<file path="src/rtl/biu_pkg.sv">
// biu_pkg: shared state/op encodings and default widths for the bus interface unit
package biu_pkg;
  typedef enum logic [1:0] {IDLE = 2'd0, ACCESS = 2'd1, DONE = 2'd2} state_t;
  typedef enum logic {OP_READ = 1'b0, OP_WRITE = 1'b1} op_t;
  localparam int ADDR_W_DEF = 5;
  localparam int DATA_W_DEF = 8;
  localparam int CNT_W = 4;
endpackage

</file>
<file path="src/rtl/biu_wait_counter.sv">
// biu_wait_counter: loadable 4-bit down-counter that stops at zero and flags it
module biu_wait_counter import biu_pkg::*; (
  input  logic             clock,
  input  logic             reset,
  input  logic             load,
  input  logic [CNT_W-1:0] load_val,
  input  logic             dec,
  output logic             zero
);
  logic [CNT_W-1:0] cnt;
  always_ff @(posedge clock or negedge reset)
    if (!reset) cnt <= '0;
    else if (load) cnt <= load_val;
    else if (dec && cnt != '0) cnt <= cnt - 1'b1;
  assign zero = cnt == '0;
endmodule

</file>
<file path="src/rtl/bus_interface_unit.sv">
// bus_interface_unit: latches CPU accesses, runs them on the memory port with wait states and ready handshake.
// Optional BIU_PARITY_EN adds mem_rpar input and a parity_err pulse on read completion.
module bus_interface_unit import biu_pkg::*; #(
  parameter int ADDR_W      = ADDR_W_DEF,
  parameter int DATA_W      = DATA_W_DEF,
  parameter int WAIT_STATES = 1
) (
  input  logic              clock,
  input  logic              reset,
  input  logic              req_read,
  input  logic              req_write,
  input  logic [ADDR_W-1:0] req_addr,
  input  logic [DATA_W-1:0] req_wdata,
  output logic              busy,
  output logic              ack,
  output logic [DATA_W-1:0] rdata,
  output logic              illegal_req,
  output logic [ADDR_W-1:0] mem_addr,
  output logic [DATA_W-1:0] mem_wdata,
  output logic              mem_re,
  output logic              mem_we,
  input  logic [DATA_W-1:0] mem_rdata,
  input  logic              mem_ready
`ifdef BIU_PARITY_EN
  ,input  logic             mem_rpar,
  output logic              parity_err
`endif
);
  localparam logic [CNT_W-1:0] WS = CNT_W'(WAIT_STATES);
  state_t state;
  op_t    op;
  logic   zero;
  logic   req;
  assign req = req_read || req_write;
  biu_wait_counter u_cnt (
    .clock    (clock),
    .reset    (reset),
    .load     (state == IDLE && req),
    .load_val (WS),
    .dec      (state == ACCESS),
    .zero     (zero)
  );
  // mem_addr/mem_wdata double as the request latches; read wins a collision
  always_ff @(posedge clock or negedge reset)
    if (!reset) begin
      state       <= IDLE;
      op          <= OP_READ;
      busy        <= 1'b0;
      ack         <= 1'b0;
      illegal_req <= 1'b0;
      rdata       <= '0;
      mem_addr    <= '0;
      mem_wdata   <= '0;
      mem_re      <= 1'b0;
      mem_we      <= 1'b0;
`ifdef BIU_PARITY_EN
      parity_err  <= 1'b0;
`endif
    end else begin
      ack         <= 1'b0;
      illegal_req <= 1'b0;
`ifdef BIU_PARITY_EN
      parity_err  <= 1'b0;
`endif
      case (state)
        IDLE: if (req) begin
          state       <= ACCESS;
          busy        <= 1'b1;
          mem_addr    <= req_addr;
          mem_wdata   <= req_wdata;
          op          <= req_read ? OP_READ : OP_WRITE;
          mem_re      <= req_read;
          mem_we      <= !req_read;
          illegal_req <= req_read && req_write;
        end
        ACCESS: if (zero && mem_ready) begin
          state  <= DONE;
          mem_re <= 1'b0;
          mem_we <= 1'b0;
          ack    <= 1'b1;
          if (op == OP_READ) rdata <= mem_rdata;
`ifdef BIU_PARITY_EN
          if (op == OP_READ) parity_err <= ^mem_rdata ^ mem_rpar;
`endif
        end
        DONE: begin
          state <= IDLE;
          busy  <= 1'b0;
        end
        default: state <= IDLE;
      endcase
    end
endmodule

</file>
<file path="config.mk">
export PLATFORM = sky130hd
export DESIGN_NAME = bus_interface_unit
export DESIGN_NICKNAME = d
export VERILOG_FILES = /design/src/rtl/biu_pkg.sv /design/src/rtl/biu_wait_counter.sv /design/src/rtl/bus_interface_unit.sv
export SDC_FILE = /design/constraint.sdc
export NUM_CORES = 1
export LEC_CHECK = 0
export BUFFER_PORTS_ARGS = -buffer_cell sky130_fd_sc_hd__buf_2
export CAP_MARGIN = 10
export CORE_ASPECT_RATIO = 1.1
export CORE_MARGIN = 8
export CORE_UTILIZATION = 43
export CTS_CLUSTER_SIZE = 20
export DETAILED_ROUTE_END_ITERATION = 8
export PLACE_DENSITY = 0.81
export SYNTH_ARGS = -nofsm -noshare
export SYNTH_HDL_FRONTEND = slang
export SYNTH_SLANG_ARGS = --single-unit
</file>
<file path="constraint.sdc">
create_clock -name clock -period 1.4 [get_ports clock]
set_input_delay 0.14 -clock clock [delete_from_list [all_inputs] [get_ports clock]]
set_output_delay 0.14 -clock clock [all_outputs]
set_load 0.05 [all_outputs]
</file>
# == Word-level counts from Yosys, hierarchy flattened ==
# Index checks and enable logic that the tools add are counted.
# word_totals
wordCells,51
input_bits,26
reg_bits,33
output_inout_bits,26
# op_classes
n_addsub,1
n_eq_ne,4
reduce_logical,17
n_mux,17
n_bitwise,1
# op_table
operator,count
$mux W1,9
$mux W4,2
$pmux W1 S2,3
$reduce_and A2 Y1,3
$reduce_and A3 Y1,2
$reduce_bool A2 Y1,3
$logic_and A1 B1 Y1,4
$logic_not A4 Y1,1
$mux W2,2
$ne A2 B2 Y1 const B,2
$pmux W2 S2,1
$reduce_bool A4 Y1,1
$sub A4 B1 Y4 const B,1
$eq A2 B1 Y1 const B,1
$eq A2 B2 Y1 const B,1
$logic_not A2 Y1,1
$logic_not A1 Y1,1
$logic_or A1 B1 Y1,1
$not A1 Y1,1

# == Longest topological paths before layout ==
# Gate-level depths: netlist (run 1).
# logic_depth
ltp_word,4
mapped_depth,6
ltp_nobuf,6

# == By module ==
# A second synthesis (run 1) with hierarchy kept.
# unflattened
hier_cells,99
area_unflattened_um2,1378.8
# by_module_without_submodules
mod,seq_area_each_um2,instances,cells_per_inst,area_per_inst_um2
bus_interface_unit,725.7,1,72,1108.6
biu_wait_counter,100.1,1,27,270.3

# == Least setup slack after synthesis (run 1) ==
# Ideal clock, no wire load.
# synth_timing
path_type,register -> register
startpoint,register u_cnt.cnt[0]
endpoint,register rdata[0]
synth_period_minus_slack_ps,1499
required_time_ps,1275
arrival_time_ps,1374
path_buffers,0
slack_ps,-99
setup_ps,125
stages_incl_launch_ff,6
path_cell_list,dfrtp_1 -> inv_1 -> ha_1 -> and4bb_2 -> nand3b_4 -> mux2_4
# synth_via
elab_chain_cells,3
# synth_lines
element,line,source
start: declaration,biu_wait_counter.sv:10,logic [CNT_W-1:0] cnt;
start signal: assignment,biu_wait_counter.sv:13,else if (load) cnt <= load_val;
start signal: assignment,biu_wait_counter.sv:14,else if (dec && cnt != '0) cnt <= cnt - 1'b1;
$logic_not A4 Y1,biu_wait_counter.sv:15,assign zero = cnt == '0;
$logic_and A1 B1 Y1,bus_interface_unit.sv:76,ACCESS: if (zero && mem_ready) begin
$reduce_and A3 Y1 (no line),--,
end signal: assignment,bus_interface_unit.sv:81,if (op == OP_READ) rdata <= mem_rdata;
end: declaration,bus_interface_unit.sv:16,"output logic [DATA_W-1:0] rdata,"
# No other way between the ends.
# A chain may end at the register's enable or synchronous reset.

# == Final worst setup path (run 1) ==
# layout_timing
startpoint,register u_cnt.cnt[1]
endpoint,register rdata[2]
# Same word-level chain as after synthesis.

==> results of run 1 <==
==> power groups by stage <==
stage	clock [mW]	sequential [mW]	combinational, mW
floorplan	0	2.89	0.859
global placement	0	1.61	2.81
detailed placement	0	1.65	2.92
CTS	0.613	1.64	3.00
finish	0.602	1.66	3.38
global route	0.647	1.71	3.54
==> critical path: cells and delay by family (launching register included) <==
family	cells	cell delay (ns)
multiplexers	1	0.35
buffers and inverters	1	0.08
AND/OR/NAND/NOR	2	0.47
flip-flops	1	0.40
adder cells (fa/ha/maj)	1	0.14
==> flip-flops by register name, summed over array words and instances, names as in the netlist, 2 cells and up <==
name,flops
state,2
rdata,8
mem_wdata,8
u_cnt.cnt,4
mem_addr,5
==> layer usage <==
metal  vias to the layer above  part of all wire (%)
met1                       535                    37
met5                         -                     0
met3                        11                   4.2
li1                        480                     -
met2                        36                    56
met4                         0                   3.0
==> cell families after synthesis <==
family / after synthesis
buffers and inverters: 8
adder cells (fa/ha/maj): 1
AND/OR/NAND/NOR: 19
flip-flops: 33
multiplexers: 21
AO/OA/AOI/OAI: 14
==> area by class of cell <==
type | instances | area [um2]
repair buffers | 66 | 404
multi-input cells | 55 | 573
flip-flops and latches | 33 | 826
fillers | 235 | 1110
clock buffers | 7 | 65.1
clock inverters | 1 | 5.00
well taps | 34 | 42.5
inverters | 6 | 22.5
==> Yosys cell counts (2+ instances only) <==
cell / n
inv_1: 6
mux2_4: 8
mux2_2: 3
mux2_1: 10
and3_1: 2
dfrtp_1: 33
o21ai_0: 4
nand2b_1: 2
nand2_1: 3
nor2_1: 3
a21oi_1: 4
==> stage by stage <==
| step | instances | total power [mW] | utilization (%) | instance area, um2 | worst slack [ns] |
|---|---|---|---|---|---|
| finish | 202 | 5.65 | 63.6 | 1940 | -0.141 |
| global route | 202 | 5.89 | 63.6 | 1940 | -0.182 |
| CTS | 198 | 5.25 | 59.9 | 1830 | -0.123 |
| detailed placement | 186 | 4.56 | 56.2 | 1710 | -0.183 |
| global placement | 186 | 4.42 | 56.2 | 1710 | -0.0947 |
| floorplan | 96 | 3.75 | - | 1370 | -0.0887 |
==> worst max path at each step <==
stage,start,endpoint,slack (ns),depth (start not counted)
final,u_cnt.cnt[1],rdata[2],-0.14,5
after global routing,u_cnt.cnt[1],rdata[2],-0.18,5
after CTS,u_cnt.cnt[0],rdata[2],-0.12,5
after detailed placement,u_cnt.cnt[0],rdata[2],-0.18,5
after global placement,u_cnt.cnt[1],rdata[5],-0.09,5
after floorplan,u_cnt.cnt[0],rdata[0],-0.09,5
==> timing repair <==
| item | in CTS | in global routing |
|---|---|---|
| resized for setup | 3 | 19 |
| hold endpoints to repair | 33 | 0 |
| setup buffers | 3 | 3 |
| endpoints found under the setup margin | 10 | 26 |
| pin swaps | 2 | 5 |
| gates cloned | 0 | 1 |
| hold buffers | 1 | 0 |
==> impl.org, run 1 <==
** Floorplan
- Placement Rows :: 21
- From left edge to right edge, the die measures 69.7 um.
- The floorplan step defined a core boundary enclosing 3050 um2.
- Vertical die dimension :: 75.1 um
- Number of ports placed on the die boundary :: 52
- DIE AREA :: 5240 um2
- Initial standard-cell utilization of the core :: 44.8%

** GRT
- Number of global-route vias before repair :: 1141
- The total overflow left after global routing is 0.
- Global-route wire length before repair :: 5180 um
- In the global route stage, met3 resource usage came out at 3.16%.
- Initial antenna violation count :: 0
- Pin count of the biggest net entering global routing :: 34
- For met2 alone, demand over resource in global routing was 23.3%.
- GRT met1 Usage :: 11.0%
- After global routing, the most crowded layer is met2.
- GRT Overall Usage :: 12.3%

** Logic synthesis
- By area, the combinational part of the netlist is dominated by multiplexers.
- Cell variety after synth :: 29
- Area of the mapped netlist :: 1370 um2
- Net count of the mapped netlist :: around 120
- Share of synthesized flip-flops with an asynchronous set or reset :: 100%
- Xor and xnor area share after synthesis :: 0%
- For this run, the register share of the synthesized area comes to 60.5%.
- Mux cell area share after synthesis :: 19.5%
- EDFF count, synth :: 0
- Portion of synthesized cell area occupied by the leading cell type :: about three fifths
- Synthesis inferred 33 register bits.
- Number of synthesis warnings :: 0
- Per-instance average area after synthesis :: 14.2 um2
- Cell type with the largest total area after synthesis :: dfrtp_1
- The synthesized netlist devotes 9.62% of its cell area to simple gates.
- Synthesized-area fraction occupied by adder cells :: 0.917%
- Synthesized instance count :: 96
- Sorting the synthesized cells by area gives the leading types as dfrtp_1 60%, mux2_4 8.8%, mux2_1 8.2%.
- The synthesized netlist devotes 6.60% of its cell area to compound gates.
- Among all flip-flop cells after synthesis, the most frequent one is dfrtp_1.

** Status
- Violations in the final reports :: negative setup slack
- The run finished, with violations left.

** Power
- Cell internal power was estimated by the tool at 2.96 mW.
- Clk pwr share :: 10.7%
- Power per cell area :: between 2000 and 3000 nW/um2
- P_leak :: slightly above 1 nW
- In this run, the combinational gates consume 59.9% of the power.
- Register share of total power :: between 20% and 30%
- Fraction of power spent switching nets :: 47.6%
- Net switching power :: 2.69 mW
- VDD IR max :: 1830 uV

** Drt
- For this block, the initial DRC count from the detailed router was 44.
- Vias :: 1062
- For this run, the detailed router's first-pass iteration total came to 4.
- Number of design rule violations left after detail routing :: 0
- Once detail routing completed, the nets flagged for antenna violations numbered 0.
- In the routed layout, each cell is associated on average with a via count of 5.26.
- Total detailed-routing wirelength :: 3740 um
- Mean routed wirelength per cell :: 18.5 um

** Layout
- The number of antenna diodes in the final layout is 0.
- Cells with a size suffix above 1 make up 62.5% of the layout.
- The library cell used most frequently in the layout, excluding fill and tap cells, is buf_2.
- From synthesis to final layout, the design area changed by 42.0%.
- Net total in the final layout :: a little under 200
- Commonest cells after routing, fill and taps aside :: 51 x buf_2, 33 x dfrtp_1, 21 x mux2_4

** Hold path
- Counting instances, the worst hold path has a depth of 2.
- Source of the worst hold timing path :: mem_rdata[3]
- End point of the worst hold path :: rdata[3]
- The path class of the tightest hold or removal check is in -> reg.

** Timing
- Derived from the worst setup path, the maximum achievable clock frequency is 0.649 GHz.
- The final number of hold-violating endpoints was 0.
- Fin crit share :: 110%
- PnR worst setup slack :: -0.141 ns
- Final worst hold slack :: 0.0430 ns
- Final setup violation count :: 13
- Crit path time final :: 1.54 ns
- On the final layout, the worst clock skew is 0.0116 ns.
- Adding up every negative setup slack in the final design gives -1.46 ns.
- For the pin with the worst max-slew slack, the measured transition is between 0.7 and 0.8 ns.
- Normalized max-slew margin :: between 50% and 60%
- Total count of max-transition violations in the final report :: 0
- Unrepaired setup endpoints after global routing :: yes

** Worst setup path
- Traced cell by cell, the critical path runs through inv_2 > ha_4 > and4bb_2 > nand3b_4 > mux2_4.
- CP required :: ~1.6 ns
- Setup slack on the worst reg-to-reg path comes out at -0.14 ns.
- CP endpoint kind :: flip-flop
- STA classifies the critical path startpoint as a flip-flop.
- The endpoint identified for the worst register-to-register timing path is rdata[2].
- Reg-to-reg startpoint :: u_cnt.cnt[1]
- CP max-delay cell :: dfrtp_1
- Peak per-stage delay on the critical path :: about 0.4 ns
- At the worst endpoint, the arrival time is 1.76 ns.
- Worst-case reg-to-reg path depth :: 5
- Highest fanout seen on the critical path :: 8
- The critical path is of the reg -> reg type.

** Clocking
- H-tree levels :: 2
- The root buffer cell chosen for the clock tree is clkbuf_4.
- Clock Latency Late Sink :: 0.33 ns
- After clock tree synthesis, the clock-pin slew on the worst setup and hold paths is 0.11 ns.
- CTS tree :: yes
- Max Buffers Root-to-Sink :: 2
- TritonCTS Buffers :: 5
- The tree built by TritonCTS fans out to 33 sinks.

** Place
- Dpl hpwl :: between 2000 and 2500 um
- Routability-driven placement finished with a final weighted congestion of roughly 0.76.
- The count of buffers added on input and output ports is 51.

** Job
- Maximum Capacitance Violations :: 0
Power figures use the tool's default switching activity.
==> run 2, diff against run 1 <==
==> constraint.sdc (replaced) <==
create_clock -name clock -period 1.4 [get_ports clock]
set_input_delay 0.42 -clock clock [delete_from_list [all_inputs] [get_ports clock]]
set_output_delay 0.42 -clock clock [all_outputs]
set_load 0.05 [all_outputs]
==> impl.org, run 2 (synthesis gave the netlist of run 1 again) <==
** Drt
- Total detailed-routing wirelength :: 3320 um (-11%)
- Number of violations reported at the end of detailed-routing iteration 0 :: 33 (-25%)
- Mean routed wirelength per cell :: 16.9 um (-8.7%)
- The total via count in the routed design came to 1013 (-4.6%).
- The detailed-route DRC error count came to 0 (unchanged).
- Number of nets with antenna violations after detailed routing :: 0 (unchanged)
- Via density per instance :: 5.17 (-1.7%)
- Iteration count of the initial detailed-routing pass :: 4 (unchanged)

** Place
- The final weighted congestion in routability-driven placement is 0.801 (+5.9%).
- Number of placed instances with taps included :: 187 (+0.54%)
- The count of input and output buffers was 51 (unchanged).
- Dpl hpwl :: 2510 um (+1.4%)

** Timing
- Aggregate negative setup slack :: -1.54 ns (-0.0738 ns)
- The post-route clock period utilization was 113% (+3.3 points).
- PnR worst setup slack :: -0.187 ns (-0.0459 ns)
- Max Fclk :: 0.630 GHz (-2.9%)
- Crit path time final :: 1.59 ns (+0.0459 ns)
- Final setup violation count :: 11 (-2)
- Total count of max-transition violations in the final report :: 0 (unchanged)
- The transition time at the pin with the least slew margin was 0.460 ns (-0.258 ns).
- Fin Clk Skew :: 0.00372 ns (-0.00784 ns)
- Unrepaired setup endpoints after global routing :: yes
- The final number of hold-violating endpoints is 0 (unchanged).
- Normalized max-slew margin :: 69.0% (+17 points)

** Power
- Register share of total power :: 31.2% (+1.8 points)
- Power per cell area :: 2820 nW/um2 (-3.1%)
- P_leak :: 0.962 nW (-7.2%)
- Net switching power :: 2.53 mW (-6.0%)
- Post-route total power :: 5.27 mW (-6.7%)
- The fraction of power spent switching nets was 47.9% (+0.31 points).
- VDD IR max :: 1830 uV (+0.11%)
- The internal power was 2.75 mW (-7.2%).
- The power share of the combinational group came to 58.9% (-1.0 points).
- Clk pwr share :: 9.9% (-0.8 points)

** Floorplan
- The overall die height came to 75.1 um (unchanged).
- The placement row count is 21 (unchanged).
- Die width :: 69.7 um (unchanged)
- Initial standard-cell utilization of the core :: 44.8% (unchanged)
- Core footprint :: 3050 um2 (unchanged)
- The total I/O pin count is 52 (unchanged).
- The area of the die was 5240 um2 (unchanged).

** Layout
- Storage cell area :: 826 um2 (unchanged)
- Net total in the final layout :: 189 (-2.6%)
- In the final layout, the registers with the most flip-flops are mem_wdata x8, rdata x8, mem_addr x5.
- The final cell count without fillers is 196 (-3.0%).
- The area growth from synthesis to layout is 36.8%.
- Leaving out fill and tap cells, the most frequent cell in the layout is buf_2.
- Number of antenna diodes :: 0 (unchanged)
- Leaving out fill and tap cells, the most frequent cells in the layout are 37 x buf_2, 33 x dfrtp_1, 18 x clkbuf_4.
- The total area of multi-input combinational cells was 551 um2 (-3.9%).
- The number of filler cells placed in the layout came to 230 (-2.1%).
- Layout cell share with drive strength beyond 1 :: 55.6% (-6.9 points)

** Clocking
- TritonCTS Buffers :: 5 (unchanged)
- Max Buffers Root-to-Sink :: 2 (unchanged)
- The clock slew seen by the registers of the worst setup and hold paths came to 0.09 ns (-0.02 ns).
- TritonCTS built the clock tree.
- H-tree levels :: 2 (unchanged)
- The count of clock tree sinks is 33 (unchanged).
- Clock Latency Late Sink :: 0.32 ns (about the same)
- Buffer cell driving the clock tree root :: clkbuf_4

** Worst setup path
- CP required :: 1.61 ns (about the same)
- Cell class contributing the biggest share of worst-path delay :: simple AND/OR/NAND/NOR gates
- The buffering stage count on the worst path with inverters included is 1 (unchanged).
- Traced cell by cell, the critical path runs through inv_1 > ha_2 > and4bb_2 > nand3b_4 > mux2_4.
- STA classifies the critical path endpoint as a flip-flop.
- Peak per-stage delay on the critical path :: 0.41 ns (about the same)
- The critical path data arrival time is 1.79 ns (+0.03 ns).
- R2R setup slack :: -0.19 ns (-0.05 ns)
- Critical setup path kind :: reg -> reg
- Highest fanout seen on the critical path :: 8 (unchanged)
- Element type at the critical path start :: flip-flop
- CP max-delay cell :: dfrtp_1

** GRT
- Initial antenna violation count :: 0 (unchanged)
- Number of global-route vias before repair :: 1141 (unchanged)
- GRT Overall Usage :: 12.2% (-0.028 points)
- Global-route wire length before repair :: 5130 um (-0.93%)
- The global-route congestion overflow total was 0 (unchanged).
- Pin count of the biggest net entering global routing :: 18 (-47%)

** Job
- Maximum Capacitance Violations :: 0 (unchanged)

** Status
- The flow ran to the end, but the final reports show violations.
- Violations in the final reports :: negative setup slack

** Hold path
- The tightest min-delay check is of the in -> async type.
[run 2: final timing paths]
kind	from	end	depth (start not counted)
max	u_cnt.cnt[1]	rdata[0]	5
min	reset	rdata[6]	1
max reg2reg	u_cnt.cnt[1]	rdata[0]	5
min reg2reg	mem_addr[4]	mem_addr[4]	1
max in group asynchronous	reset	op	2
min in group clock	req_addr[3]	mem_addr[3]	2
[run 2: per-layer routing]
| metal | vias up | routed length, um | GRT usage (%) |
|---|---|---|---|
| li1 | 472 | - | - |
| met1 | 496 | 1230 | 11.6 |
| met2 | 39 | 1800 | 22.4 |
| met3 | 6 | 207 | 3.56 |
| met4 | 0 | 79 | 9.38 |
| met5 | - | 0 | 0 |
[run 2: area by class of cell]
cell class              instances  area share [%]
repair buffers                 60            19.8
well taps                      34            2.28
multi-input cells              56            29.5
clock buffers                   7            2.95
flip-flops and latches         33            44.2
inverters                       6            1.21
[run 2: power by group through the flow]
stage / sequential (mW) / combinational [mW] / clock [mW]
floorplan: 2.89 / 0.859 / 0
global placement: 1.61 / 2.77 / 0
detailed placement: 1.64 / 2.86 / 0
CTS: 1.63 / 2.89 / 0.543
global route: 1.70 / 3.26 / 0.570
finish: 1.64 / 3.11 / 0.522
[run 2: per-stage QoR]
step / hold slack [ns] / utilization [%] / setup slack [ns] / cell area [um2]
after global placement: 0.356 / 56.5 / -0.0944 / 1720
after floorplan: 0.124 / - / -0.0887 / 1370
after detailed placement: 0.369 / 56.5 / -0.146 / 1720
after CTS: 0.0134 / 58.6 / -0.162 / 1790
after global routing: 0.0386 / 61.2 / -0.227 / 1870
final: 0.0173 / 61.2 / -0.187 / 1870
[run 2: timing repair]
action,4_1_cts,5_1_grt
pin swaps,0,4
hold buffers,0,0
cloned,0,1
buffers inserted,0,1
setup endpoints to repair,24,37
gates resized for setup,2,21
==> run 3, diff against run 2 <==
CORE_UTILIZATION = 45   (was 43)
CTS_BUF_LIST = sky130_fd_sc_hd__clkbuf_8   (was default)
PLACE_DENSITY = 0.84   (was 0.81)
==> impl.org, run 3 (synthesis gave the netlist of run 1 again) <==
** GRT
- Global-route wire length before repair :: 5380 um (+4.9%)
- Number of global-route vias before repair :: 1203 (+5.4%)
- The global-route congestion overflow total is 0 (unchanged).
- The number of antenna violations at the first check in global routing came to 0 (unchanged).
- The total track usage came to 14.6% (+2.4 points).
- The largest net degree at the start of global routing is 18 (unchanged).

** Timing
- The worst-case headroom to the max-slew limit is 73.7% (+4.7 points).
- The final number of max-transition violations is 0 (unchanged).
- The final sum of negative setup slack came to -1.64 ns (-0.101 ns).
- The post-route clock period utilization is 111% (-1.9 points).
- The clock period minus worst slack came to 1.56 ns (-0.0265 ns).
- The transition time at the pin with the least slew margin is 0.395 ns (-0.0650 ns).
- Hold violation count in the final report :: 0 (unchanged)
- Unrepaired setup endpoints after global routing :: yes
- Final worst hold slack :: 0.0482 ns (+0.0309 ns)
- Max Fclk :: 0.641 GHz (+1.7%)
- The final setup violation count came to 13 (+2).
- The post-route worst setup slack came to -0.160 ns (+0.0265 ns).
- The worst clock skew came to 0.00537 ns (+0.00164 ns).

** Worst setup path
- CP endpoint kind :: flip-flop
- The setup slack of the most critical reg-to-reg path is -0.16 ns (+0.03 ns).
- Element type at the critical path start :: flip-flop
- The worst-path maximum fanout came to 8 (unchanged).
- The delay of the slowest critical-path stage was 0.39 ns (-0.02 ns).
- CP Cell Sequence :: inv_1 > ha_2 > and4bb_2 > nand3b_4 > mux2_4
- CP required :: 1.57 ns (-0.04 ns)
- The critical path is of the reg -> reg type.
- Data arrival at the endpoint of the critical path :: 1.73 ns (-0.06 ns)
- CP max-delay cell :: dfrtp_1

** Place
- The count of input and output buffers is 51 (unchanged).
- The worst-case setup slack after placement came to -0.168 ns (-0.0217 ns).
- Dpl hpwl :: 2540 um (+1.2%)
- RD Place Congestion :: 0.891 (+11%)

** Layout
- The library cell used most frequently in the layout, excluding fill and tap cells, is buf_2.
- The core utilization of the finished layout was 65.8% (+4.6 points).
- Layout cell share with drive strength beyond 1 :: 60.2% (+4.7 points)
- The final net count was 197 (+4.2%).
- In the layout the commonest cells are 51 x buf_2, 33 x dfrtp_1, 15 x buf_4.
- The largest registers in the layout are mem_wdata x8, rdata x8, mem_addr x5.
- From synthesis to final layout, the design area changed by 43.2%.
- Number of antenna diodes :: 0 (unchanged)
- Number of filler instances in the final layout :: 232 (+0.87%)

** Drt
- The initial detailed-routing violation count was 55 (+67%).
- The detailed-route DRC error count is 0 (unchanged).
- Max Used Layer :: met4
- The amount of wire on met3 after detailed routing is 357 um (+72%).
- Vias :: 1029 (+1.6%)
- Via density per instance :: 5.02 (-2.9%)
- The amount of wire on met2 after detailed routing came to 1680 um (-6.8%).
- M1 WL :: 1350 um (+9.7%)
- The average routed wire per standard cell is 16.8 um (-0.90%).
- Iteration count of the initial detailed-routing pass :: 4 (unchanged)
- The final antenna-violating net count is 0 (unchanged).
- Total detailed-routing wirelength :: 3440 um (+3.7%)

** Clocking
- TritonCTS Buffers :: 5 (unchanged)
- The number of H-tree levels is 2 (unchanged).
- Max Buffers Root-to-Sink :: 2 (unchanged)
- CTS clock-pin slew for the worst setup and hold paths :: 0.07 ns (-0.02 ns)
- The insertion delay to the later sink of the worst-skew pair came to 0.29 ns (-0.03 ns).
- Number of clock sinks :: 33 (unchanged)
- Buffer cell driving the clock tree root :: clkbuf_8
- TritonCTS built the clock tree.

** Power
- Post-route total power :: 5.59 mW (+6.0%)
- The leakage power total is 1.02 nW (+5.9%).
- VDD IR max :: 1870 uV (+2.1%)
- The ratio of total power to cell area is 2860 nW/um2 (+1.3%).

** Job
- Maximum Capacitance Violations :: 0 (unchanged)

** Floorplan
- The total I/O pin count was 52 (unchanged).
- Die width :: 68.5 um (-1.7%)
- The placement row count was 21 (unchanged).
- The area of the die is 5050 um2 (-3.5%).
- Core footprint :: 2970 um2 (-2.6%)
- Initial standard-cell utilization of the core :: 46.0% (+1.2 points)
- Vertical die dimension :: 73.8 um (-1.8%)

** Hold path
- Type of the most critical hold path :: in -> async

** Status
- The checks that failed: negative setup slack.
- The run finished, with violations left.
## run 3: cell types whose count changed in the layout (fill, tap and decap cells not counted), sizes merged
cell,before,now
buf,47,69
clkinv,0,2
o21a,2,1
clkbuf,20,5
clkinvlp,0,1
## run 3: final timing paths
check                      cells after the start           to          from
setup / recovery                               5     rdata[3]  u_cnt.cnt[0]
hold / removal                                 1          ack         reset
setup reg to reg                               5     rdata[3]  u_cnt.cnt[0]
hold reg to reg                                1  mem_addr[2]   mem_addr[2]
max in group asynchronous                      2     rdata[5]         reset
min in group clock                             2  mem_addr[1]   req_addr[1]
## run 3: final cells by class
cell class	count	area, um2	share of cell area, %
Tap cell	34	42.5	2.18
Sequential cell	33	826	42.3
Clock inverter	3	17.5	0.896
Inverter	6	22.5	1.15
Multi-Input combinational cell	55	558	28.6
Timing Repair Buffer	69	419	21.4
Clock buffer	5	68.8	3.52
## run 3: power by group
group / switching, mW / total [mW] / internal [mW] / leakage (nW)
clock network: 0.345 / 0.688 / 0.342 / 0.0439
registers: 0.247 / 1.64 / 1.39 / 0.398
logic: 2.07 / 3.26 / 1.19 / 0.577
## run 3: per-layer routing
layer  vias to the layer above  track usage (%)
met1                       492             14.7
met4                         0             7.52
met3                         6             7.77
met2                        48             23.7
li1                        483                -
met5                         -                0
## run 3: worst max-delay path: cells and delay by family (launching register included)
kind                     cells  cell delay [ns]
flip-flops                   1             0.39
adder cells (fa/ha/maj)      1             0.18
buffers and inverters        1             0.07
multiplexers                 1             0.35
AND/OR/NAND/NOR              2             0.47
## run 3: stage by stage
stage | instance area [um2] | instances
3_3_place_gp | 1770 | 192
6_report | 1950 | 205
4_1_cts | 1920 | 204
3_5_place_dp | 1770 | 192
2_1_floorplan | 1370 | 96
5_1_grt | 1950 | 205
## run 3: timing repair
item / 4_1_cts / 5_1_grt
resized for setup: 8 / 6
setup endpoints to repair: 11 / 27
setup buffers: 4 / 4
hold buffers: 0 / 0
pin swaps: 5 / 5
